<file path="src/rtl/pipe_hazard_if.sv">
// Pipeline hazard control bundle: hazard-detect inputs, dmem handshake, stage enables/flushes, counters.
// master = the hazard controller, slave = the pipeline/memory side.
interface pipe_hazard_if #(
    parameter int CNT_W = 16
);
    logic [4:0]       id_rs1;
    logic [4:0]       id_rs2;
    logic             id_use_rs1;
    logic             id_use_rs2;
    logic [4:0]       ex_rd;
    logic             ex_regwrite;
    logic [1:0]       ex_memtoreg;
    logic             ex_br_taken;
    logic             mem_memwrite;
    logic [1:0]       mem_memtoreg;
    logic             dmem_ready;
    logic             dmem_req;
    logic             dmem_we;
    logic             pc_en;
    logic             if_id_en;
    logic             id_ex_en;
    logic             ex_mem_en;
    logic             mem_wb_en;
    logic             if_id_flush;
    logic             id_ex_flush;
    logic             mem_err;
    logic [CNT_W-1:0] stall_cnt;
    logic [CNT_W-1:0] flush_cnt;

    modport master (
        input  id_rs1, id_rs2, id_use_rs1, id_use_rs2, ex_rd, ex_regwrite, ex_memtoreg,
               ex_br_taken, mem_memwrite, mem_memtoreg, dmem_ready,
        output dmem_req, dmem_we, pc_en, if_id_en, id_ex_en, ex_mem_en, mem_wb_en,
               if_id_flush, id_ex_flush, mem_err, stall_cnt, flush_cnt
    );

    modport slave (
        output id_rs1, id_rs2, id_use_rs1, id_use_rs2, ex_rd, ex_regwrite, ex_memtoreg,
               ex_br_taken, mem_memwrite, mem_memtoreg, dmem_ready,
        input  dmem_req, dmem_we, pc_en, if_id_en, id_ex_en, ex_mem_en, mem_wb_en,
               if_id_flush, id_ex_flush, mem_err, stall_cnt, flush_cnt
    );
endinterface

</file>
<file path="src/rtl/pipe_hazard_ctrl.sv">
// Stall/flush sequencer for the 5-stage RV32I pipeline: load-use bubble, taken-branch squash,
// whole-pipe freeze while data memory is busy, memory timeout trap and saturating perf counters.
module pipe_hazard_ctrl #(
    parameter int unsigned MEM_TIMEOUT = 255,
    parameter logic [1:0]  LOAD_CODE   = 2'b01,
    parameter int          CNT_W       = 16
) (
    input logic           clk,
    input logic           rst,
    pipe_hazard_if.master bus
);

    localparam logic [1:0]  S_RUN  = 2'd0;
    localparam logic [1:0]  S_WAIT = 2'd1;
    localparam logic [1:0]  S_ERR  = 2'd2;
    localparam logic [16:0] TMO    = 17'(MEM_TIMEOUT);

    logic [1:0]       state;
    logic [15:0]      wait_timer;
    logic [16:0]      timer_nxt;
    logic [CNT_W-1:0] stall_cnt_q;
    logic [CNT_W-1:0] flush_cnt_q;

    logic in_err;
    logic mem_acc;
    logic dmem_req;
    logic freeze;
    logic load_use;
    logic active;
    logic br_eff;
    logic lu_eff;
    logic stall_inc;

    function automatic logic [CNT_W-1:0] sat_inc(input logic [CNT_W-1:0] v);
        return (&v) ? v : v + {{(CNT_W-1){1'b0}}, 1'b1};
    endfunction

    assign in_err   = (state == S_ERR);
    assign mem_acc  = bus.mem_memwrite | (bus.mem_memtoreg == LOAD_CODE);
    assign dmem_req = mem_acc & ~in_err & ~rst;
    assign freeze   = dmem_req & ~bus.dmem_ready;

    assign load_use = bus.ex_regwrite & (bus.ex_memtoreg == LOAD_CODE) & (bus.ex_rd != 5'd0) &
                      ((bus.id_use_rs1 & (bus.id_rs1 == bus.ex_rd)) |
                       (bus.id_use_rs2 & (bus.id_rs2 == bus.ex_rd)));

    // Only an unfrozen, non-trapped, out-of-reset cycle may advance or squash the pipe.
    assign active    = ~rst & ~in_err & ~freeze;
    assign br_eff    = active & bus.ex_br_taken;
    assign lu_eff    = active & ~bus.ex_br_taken & load_use;
    assign stall_inc = ~rst & ~in_err & (freeze | lu_eff);

    assign timer_nxt = {1'b0, wait_timer} + 17'd1;

    assign bus.dmem_req  = dmem_req;
    assign bus.dmem_we   = bus.mem_memwrite & dmem_req;
    assign bus.mem_err   = in_err;
    assign bus.stall_cnt = stall_cnt_q;
    assign bus.flush_cnt = flush_cnt_q;

    always_comb begin
        bus.pc_en       = 1'b0;
        bus.if_id_en    = 1'b0;
        bus.id_ex_en    = 1'b0;
        bus.ex_mem_en   = 1'b0;
        bus.mem_wb_en   = 1'b0;
        bus.if_id_flush = 1'b0;
        bus.id_ex_flush = 1'b0;
        if (rst) begin
            bus.if_id_flush = 1'b1;
            bus.id_ex_flush = 1'b1;
        end else if (active) begin
            bus.id_ex_en  = 1'b1;
            bus.ex_mem_en = 1'b1;
            bus.mem_wb_en = 1'b1;
            if (bus.ex_br_taken) begin
                bus.pc_en       = 1'b1;
                bus.if_id_en    = 1'b1;
                bus.if_id_flush = 1'b1;
                bus.id_ex_flush = 1'b1;
            end else if (load_use) begin
                // Hold PC and IF/ID, insert one bubble into EX.
                bus.id_ex_flush = 1'b1;
            end else begin
                bus.pc_en    = 1'b1;
                bus.if_id_en = 1'b1;
            end
        end
    end

    always_ff @(posedge clk) begin
        if (rst) begin
            state       <= S_RUN;
            wait_timer  <= 16'd0;
            stall_cnt_q <= '0;
            flush_cnt_q <= '0;
        end else begin
            case (state)
                S_RUN: begin
                    if (freeze) begin
                        wait_timer <= 16'd1;
                        state      <= (TMO <= 17'd1) ? S_ERR : S_WAIT;
                    end
                end
                S_WAIT: begin
                    // wait_timer counts frozen cycles already spent on this access.
                    if (!freeze) begin
                        state      <= S_RUN;
                        wait_timer <= 16'd0;
                    end else if (timer_nxt >= TMO) begin
                        state <= S_ERR;
                    end else begin
                        wait_timer <= timer_nxt[15:0];
                    end
                end
                default: state <= S_ERR;
            endcase
            if (stall_inc) stall_cnt_q <= sat_inc(stall_cnt_q);
            if (br_eff)    flush_cnt_q <= sat_inc(flush_cnt_q);
        end
    end

endmodule
</file>
<file path="src/flat_wrapper.sv">
// flat-port wrapper written by rule: the top's interface ports become plain ports
module pipe_hazard_ctrl_flat 
#(
    parameter int unsigned MEM_TIMEOUT = 255,
    parameter logic [1:0]  LOAD_CODE   = 2'b01,
    parameter int          CNT_W       = 16
)
  (clk, rst, bus_id_rs1, bus_id_rs2, bus_id_use_rs1, bus_id_use_rs2, bus_ex_rd, bus_ex_regwrite, bus_ex_memtoreg, bus_ex_br_taken, bus_mem_memwrite, bus_mem_memtoreg, bus_dmem_ready, bus_dmem_req, bus_dmem_we, bus_pc_en, bus_if_id_en, bus_id_ex_en, bus_ex_mem_en, bus_mem_wb_en, bus_if_id_flush, bus_id_ex_flush, bus_mem_err, bus_stall_cnt, bus_flush_cnt);
  pipe_hazard_if #(.CNT_W(CNT_W)) bus_i ();
  input logic clk;
  input logic rst;
  input wire logic [$bits(bus_i.id_rs1)-1:0] bus_id_rs1;
  input wire logic [$bits(bus_i.id_rs2)-1:0] bus_id_rs2;
  input wire logic [$bits(bus_i.id_use_rs1)-1:0] bus_id_use_rs1;
  input wire logic [$bits(bus_i.id_use_rs2)-1:0] bus_id_use_rs2;
  input wire logic [$bits(bus_i.ex_rd)-1:0] bus_ex_rd;
  input wire logic [$bits(bus_i.ex_regwrite)-1:0] bus_ex_regwrite;
  input wire logic [$bits(bus_i.ex_memtoreg)-1:0] bus_ex_memtoreg;
  input wire logic [$bits(bus_i.ex_br_taken)-1:0] bus_ex_br_taken;
  input wire logic [$bits(bus_i.mem_memwrite)-1:0] bus_mem_memwrite;
  input wire logic [$bits(bus_i.mem_memtoreg)-1:0] bus_mem_memtoreg;
  input wire logic [$bits(bus_i.dmem_ready)-1:0] bus_dmem_ready;
  output wire logic [$bits(bus_i.dmem_req)-1:0] bus_dmem_req;
  output wire logic [$bits(bus_i.dmem_we)-1:0] bus_dmem_we;
  output wire logic [$bits(bus_i.pc_en)-1:0] bus_pc_en;
  output wire logic [$bits(bus_i.if_id_en)-1:0] bus_if_id_en;
  output wire logic [$bits(bus_i.id_ex_en)-1:0] bus_id_ex_en;
  output wire logic [$bits(bus_i.ex_mem_en)-1:0] bus_ex_mem_en;
  output wire logic [$bits(bus_i.mem_wb_en)-1:0] bus_mem_wb_en;
  output wire logic [$bits(bus_i.if_id_flush)-1:0] bus_if_id_flush;
  output wire logic [$bits(bus_i.id_ex_flush)-1:0] bus_id_ex_flush;
  output wire logic [$bits(bus_i.mem_err)-1:0] bus_mem_err;
  output wire logic [$bits(bus_i.stall_cnt)-1:0] bus_stall_cnt;
  output wire logic [$bits(bus_i.flush_cnt)-1:0] bus_flush_cnt;
  assign bus_i.id_rs1 = bus_id_rs1;
  assign bus_i.id_rs2 = bus_id_rs2;
  assign bus_i.id_use_rs1 = bus_id_use_rs1;
  assign bus_i.id_use_rs2 = bus_id_use_rs2;
  assign bus_i.ex_rd = bus_ex_rd;
  assign bus_i.ex_regwrite = bus_ex_regwrite;
  assign bus_i.ex_memtoreg = bus_ex_memtoreg;
  assign bus_i.ex_br_taken = bus_ex_br_taken;
  assign bus_i.mem_memwrite = bus_mem_memwrite;
  assign bus_i.mem_memtoreg = bus_mem_memtoreg;
  assign bus_i.dmem_ready = bus_dmem_ready;
  assign bus_dmem_req = bus_i.dmem_req;
  assign bus_dmem_we = bus_i.dmem_we;
  assign bus_pc_en = bus_i.pc_en;
  assign bus_if_id_en = bus_i.if_id_en;
  assign bus_id_ex_en = bus_i.id_ex_en;
  assign bus_ex_mem_en = bus_i.ex_mem_en;
  assign bus_mem_wb_en = bus_i.mem_wb_en;
  assign bus_if_id_flush = bus_i.if_id_flush;
  assign bus_id_ex_flush = bus_i.id_ex_flush;
  assign bus_mem_err = bus_i.mem_err;
  assign bus_stall_cnt = bus_i.stall_cnt;
  assign bus_flush_cnt = bus_i.flush_cnt;
  pipe_hazard_ctrl #(.MEM_TIMEOUT(MEM_TIMEOUT), .LOAD_CODE(LOAD_CODE), .CNT_W(CNT_W)) u_core (.clk(clk), .rst(rst), .bus(bus_i));
endmodule
</file>
<file path="config.mk">
export PLATFORM = sky130hd
export DESIGN_NAME = pipe_hazard_ctrl_flat
export DESIGN_NICKNAME = d
export VERILOG_FILES = /design/src/rtl/pipe_hazard_if.sv /design/src/rtl/pipe_hazard_ctrl.sv /design/src/flat_wrapper.sv
export SDC_FILE = /design/constraint.sdc
export NUM_CORES = 1
export LEC_CHECK = 0
export CAP_MARGIN = 5
export CELL_PAD_IN_SITES_DETAIL_PLACEMENT = 0
export CELL_PAD_IN_SITES_GLOBAL_PLACEMENT = 2
export CORE_MARGIN = 4
export CORE_UTILIZATION = 28
export CTS_CLUSTER_DIAMETER = 40
export DETAILED_ROUTE_END_ITERATION = 7
export PLACE_DENSITY = 0.8
export SLEW_MARGIN = 20
export SYNTH_ARGS = -nofsm -noshare
export SYNTH_HDL_FRONTEND = slang
export SYNTH_SLANG_ARGS = --single-unit
</file>
<file path="constraint.sdc">
create_clock -name clk -period 3.3 [get_ports clk]
set_input_delay 0.99 -clock clk [delete_from_list [all_inputs] [get_ports clk]]
set_output_delay 0.99 -clock clk [all_outputs]
set_load 0.1 [all_outputs]
</file>
==> flow_metrics.tcl <==
set metrics [dict create \
    path_cells "clkdlybuf4s50_1 > xnor2_1 > nand2_1 > o22ai_4 > a31o_4 > buf_12" \
    maxCapViolCount 0 \
    cp_max_fo 3 \
    antennaDiodeCount 0 \
    stdcell_count 536 \
    grt_max_degree 41 \
    htree_levels 2 \
    row_count 35 \
    post-route-min-period_ns 3.25 \
    cp-end-kind "primary output" \
    power.total_mw 1.31 \
    synth_cells 321 \
    min_path_type "flop to flop" \
    final-setup-viol-count 0 \
    finalInstanceArea_um2 3850 \
    clk_pin_slew_ns 0.09 \
    start_util 0.290 \
    power_density_nw_per_um2 339 \
    cts_buffers 5 \
    area_delta_synth_final_pct 42.9 \
    startpoint "bus_id_rs1[0]" \
    drt-initial-drc-count 79 \
    irDropWorstVdd_mv 0.182 \
    ant_nets 0 \
    postSynthAreaPerCell_um2 8.39 \
    hp-start "u_core.wait_timer[15]$_SDFFE_PP0P_" \
    synth_cell_type_count 50 \
    rsz0062_at_grt "true" \
    crit_path_start_kind "input port" \
    fp.dieH_um 106 \
    synth_area_um2 2690 \
    die_w_um 106 \
    crit_type "input port to primary output" \
    ff2ff_path_depth 9 \
    cts_tree "done" \
    cts.sinks 50 \
    wl_per_cell_um 13.2 \
    routed_wirelength_um 7080 \
    setup_slack_ns 0.0491 \
    worstPathArrival_ns 2.26 \
    tightest_slew_ns 0.670 \
    cp_data_required_time_ns 2.31 \
    coreArea_um2 9280 \
    grt_pass1_wl_um 12100 \
    via_per_inst 4.71 \
    fin_crit_sh 0.985 \
    grt_overflow 0 \
    drt_pass1_iterations 4 \
    io_buffers 68 \
    antenna_found_initial 1 \
    post_cts_buffers 0 \
    finClkSkew_ns 0.00884 \
    layout-drive-gt1-share 0.236 \
    fillers 976 \
    dieArea_um2 11200 \
    synth.net_count 352 \
    hold_depth 1 \
    cp_slowest_stage_delay_ns 0.47 \
    slew_violations 0 \
    num_vias 2524 \
    insertion_delay_ns 0.31 \
    grt_usage 0.128 \
    hold_violations 0 \
    synth_enable_flop_cells 0 \
    nets 437 \
    clockBufferDepth 2 \
    ys_seq_elements 50 \
    pin_count 69 \
    clockRootBuffer "clkbuf_8" \
    place_ws_ns -0.111 \
    first_global_vias 2511 \
    finalWeightedCongestion 0.774 \
    drc 0 \
    ys.flop_type "dfxtp_1" \
    yosysWarningCount 0 \
    dp_cells 529 \
    status "completed" \
    ys_seq_area_frac 0.372 \
    synthArstFlopShare 0 \
    fmax_mhz 308 \
    placed_cell_area_um2 3700 \
    slowest_stage "clkdlybuf4s50_1" \
    dpl.hpwl_um 5420 \
    crit-reg2reg-launch "u_core.wait_timer[0]$_SDFFE_PP0P_" \
    p_leak_nw 1.45 \
    slew_headroom 0.554 \
]
## layout make-up
class,count,area [um^2],share of cell area
multi-input cells,250,1690,0.440
repair buffers,89,835,0.217
well taps,129,161,0.0420
clock inverters,3,48.8,0.0127
inverters,10,41.3,0.0107
clock buffers,5,68.8,0.0179
flip-flops and latches,50,1000,0.260
## kinds of logic after synthesis
group / synth area share
compound gates: 0.144
xor+xnor: 0.117
fa+ha+maj: 0.0186
buf+inv: 0.0367
flops: 0.372
mux: 0.00790
simple gates: 0.304
## critical path: cells and delay by family
family          cells  cell delay, ns
compound gates      2            0.42
xor+xnor            1            0.11
buf+inv             2            0.63
simple gates        1            0.10
## registers in the layout, indices dropped and copies added, names as in the netlist
signal	flops
u_core.bus.flush_cnt	16
u_core.wait_timer	16
u_core.bus.stall_cnt	16
u_core.state	2
## Yosys cell counts, drive strengths merged (2+ instances only)
master	count	share of area
or4	3	0.0084
o21bai	2	0.0056
a21o	3	0.0084
nor4	9	0.021
xor2	6	0.020
o21a	2	0.0056
nor4b	4	0.019
nor2	42	0.059
o21ai	13	0.024
ha	4	0.019
nand4	12	0.030
xnor2	30	0.098
a31oi	7	0.016
a2111oi	2	0.013
nand3	19	0.037
a31o	2	0.0065
and3	2	0.0046
nand2b	2	0.0046
nor3	9	0.017
and4	3	0.0098
dfxtp	50	0.37
a21bo	2	0.0074
or3	8	0.019
nand3b	3	0.0084
nand2	23	0.035
nor2b	12	0.028
o211ai	3	0.0084
a21oi	11	0.022
buf	5	0.014
inv	10	0.014
a41oi	2	0.0065
clkbuf	6	0.0084
## power breakdown
group / switching, mW / internal, mW / total [mW]
registers: 0.00653 / 0.608 / 0.614
clock network: 0.223 / 0.231 / 0.454
logic: 0.142 / 0.0964 / 0.238
## worst paths after layout
check	slack, ns	end
worst max-delay path	0.05	bus_id_ex_flush
worst min-delay path	0.50	u_core.wait_timer[15]$_SDFFE_PP0P_
worst max register to register	0.60	u_core.wait_timer[3]$_SDFFE_PP0P_
worst min register to register	0.50	u_core.wait_timer[15]$_SDFFE_PP0P_
## layout by cell type (no fill, tap or decap), types with 5 or more instances in the layout
cell,n
dfxtp_1,50
o21ai_0,13
buf_4,54
clkdlybuf4s50_1,11
nand2_1,21
a31oi_1,6
nor2_1,41
or3_1,8
buf_12,9
xor2_1,6
inv_1,9
dlygate4sd2_1,13
nor3_1,9
nand4_1,11
nor4_1,9
clkbuf_8,5
xnor2_1,29
nand3_1,17
nor2b_1,10
a21oi_1,10
## routing by layer
layer,GRT usage,wire (um),vias to the layer above
met5,0,7,-
met4,0.0278,40,2
met3,0.0316,240,6
met2,0.222,3490,33
met1,0.162,3300,1167
li1,-,-,1316
## per-stage QoR
step | hold WS (ns) | utilization | TNS, ns
final | 0.504 | 0.414 | 0
after global routing | 0.529 | 0.414 | -0.0124
after CTS | 0.510 | 0.412 | 0
after detailed placement | 0.494 | 0.399 | -0.324
after global placement | 0.484 | 0.399 | -0.363
after floorplan | 0.469 | - | -0.0178
## repair_timing
action                                  in CTS  in global routing
hold buffers                                 0                  0
endpoints found under the setup margin       7                  7
resized for setup                           18                  5
pin swaps                                   12                  4
Note: power is estimated with default switching activity, not from simulation.
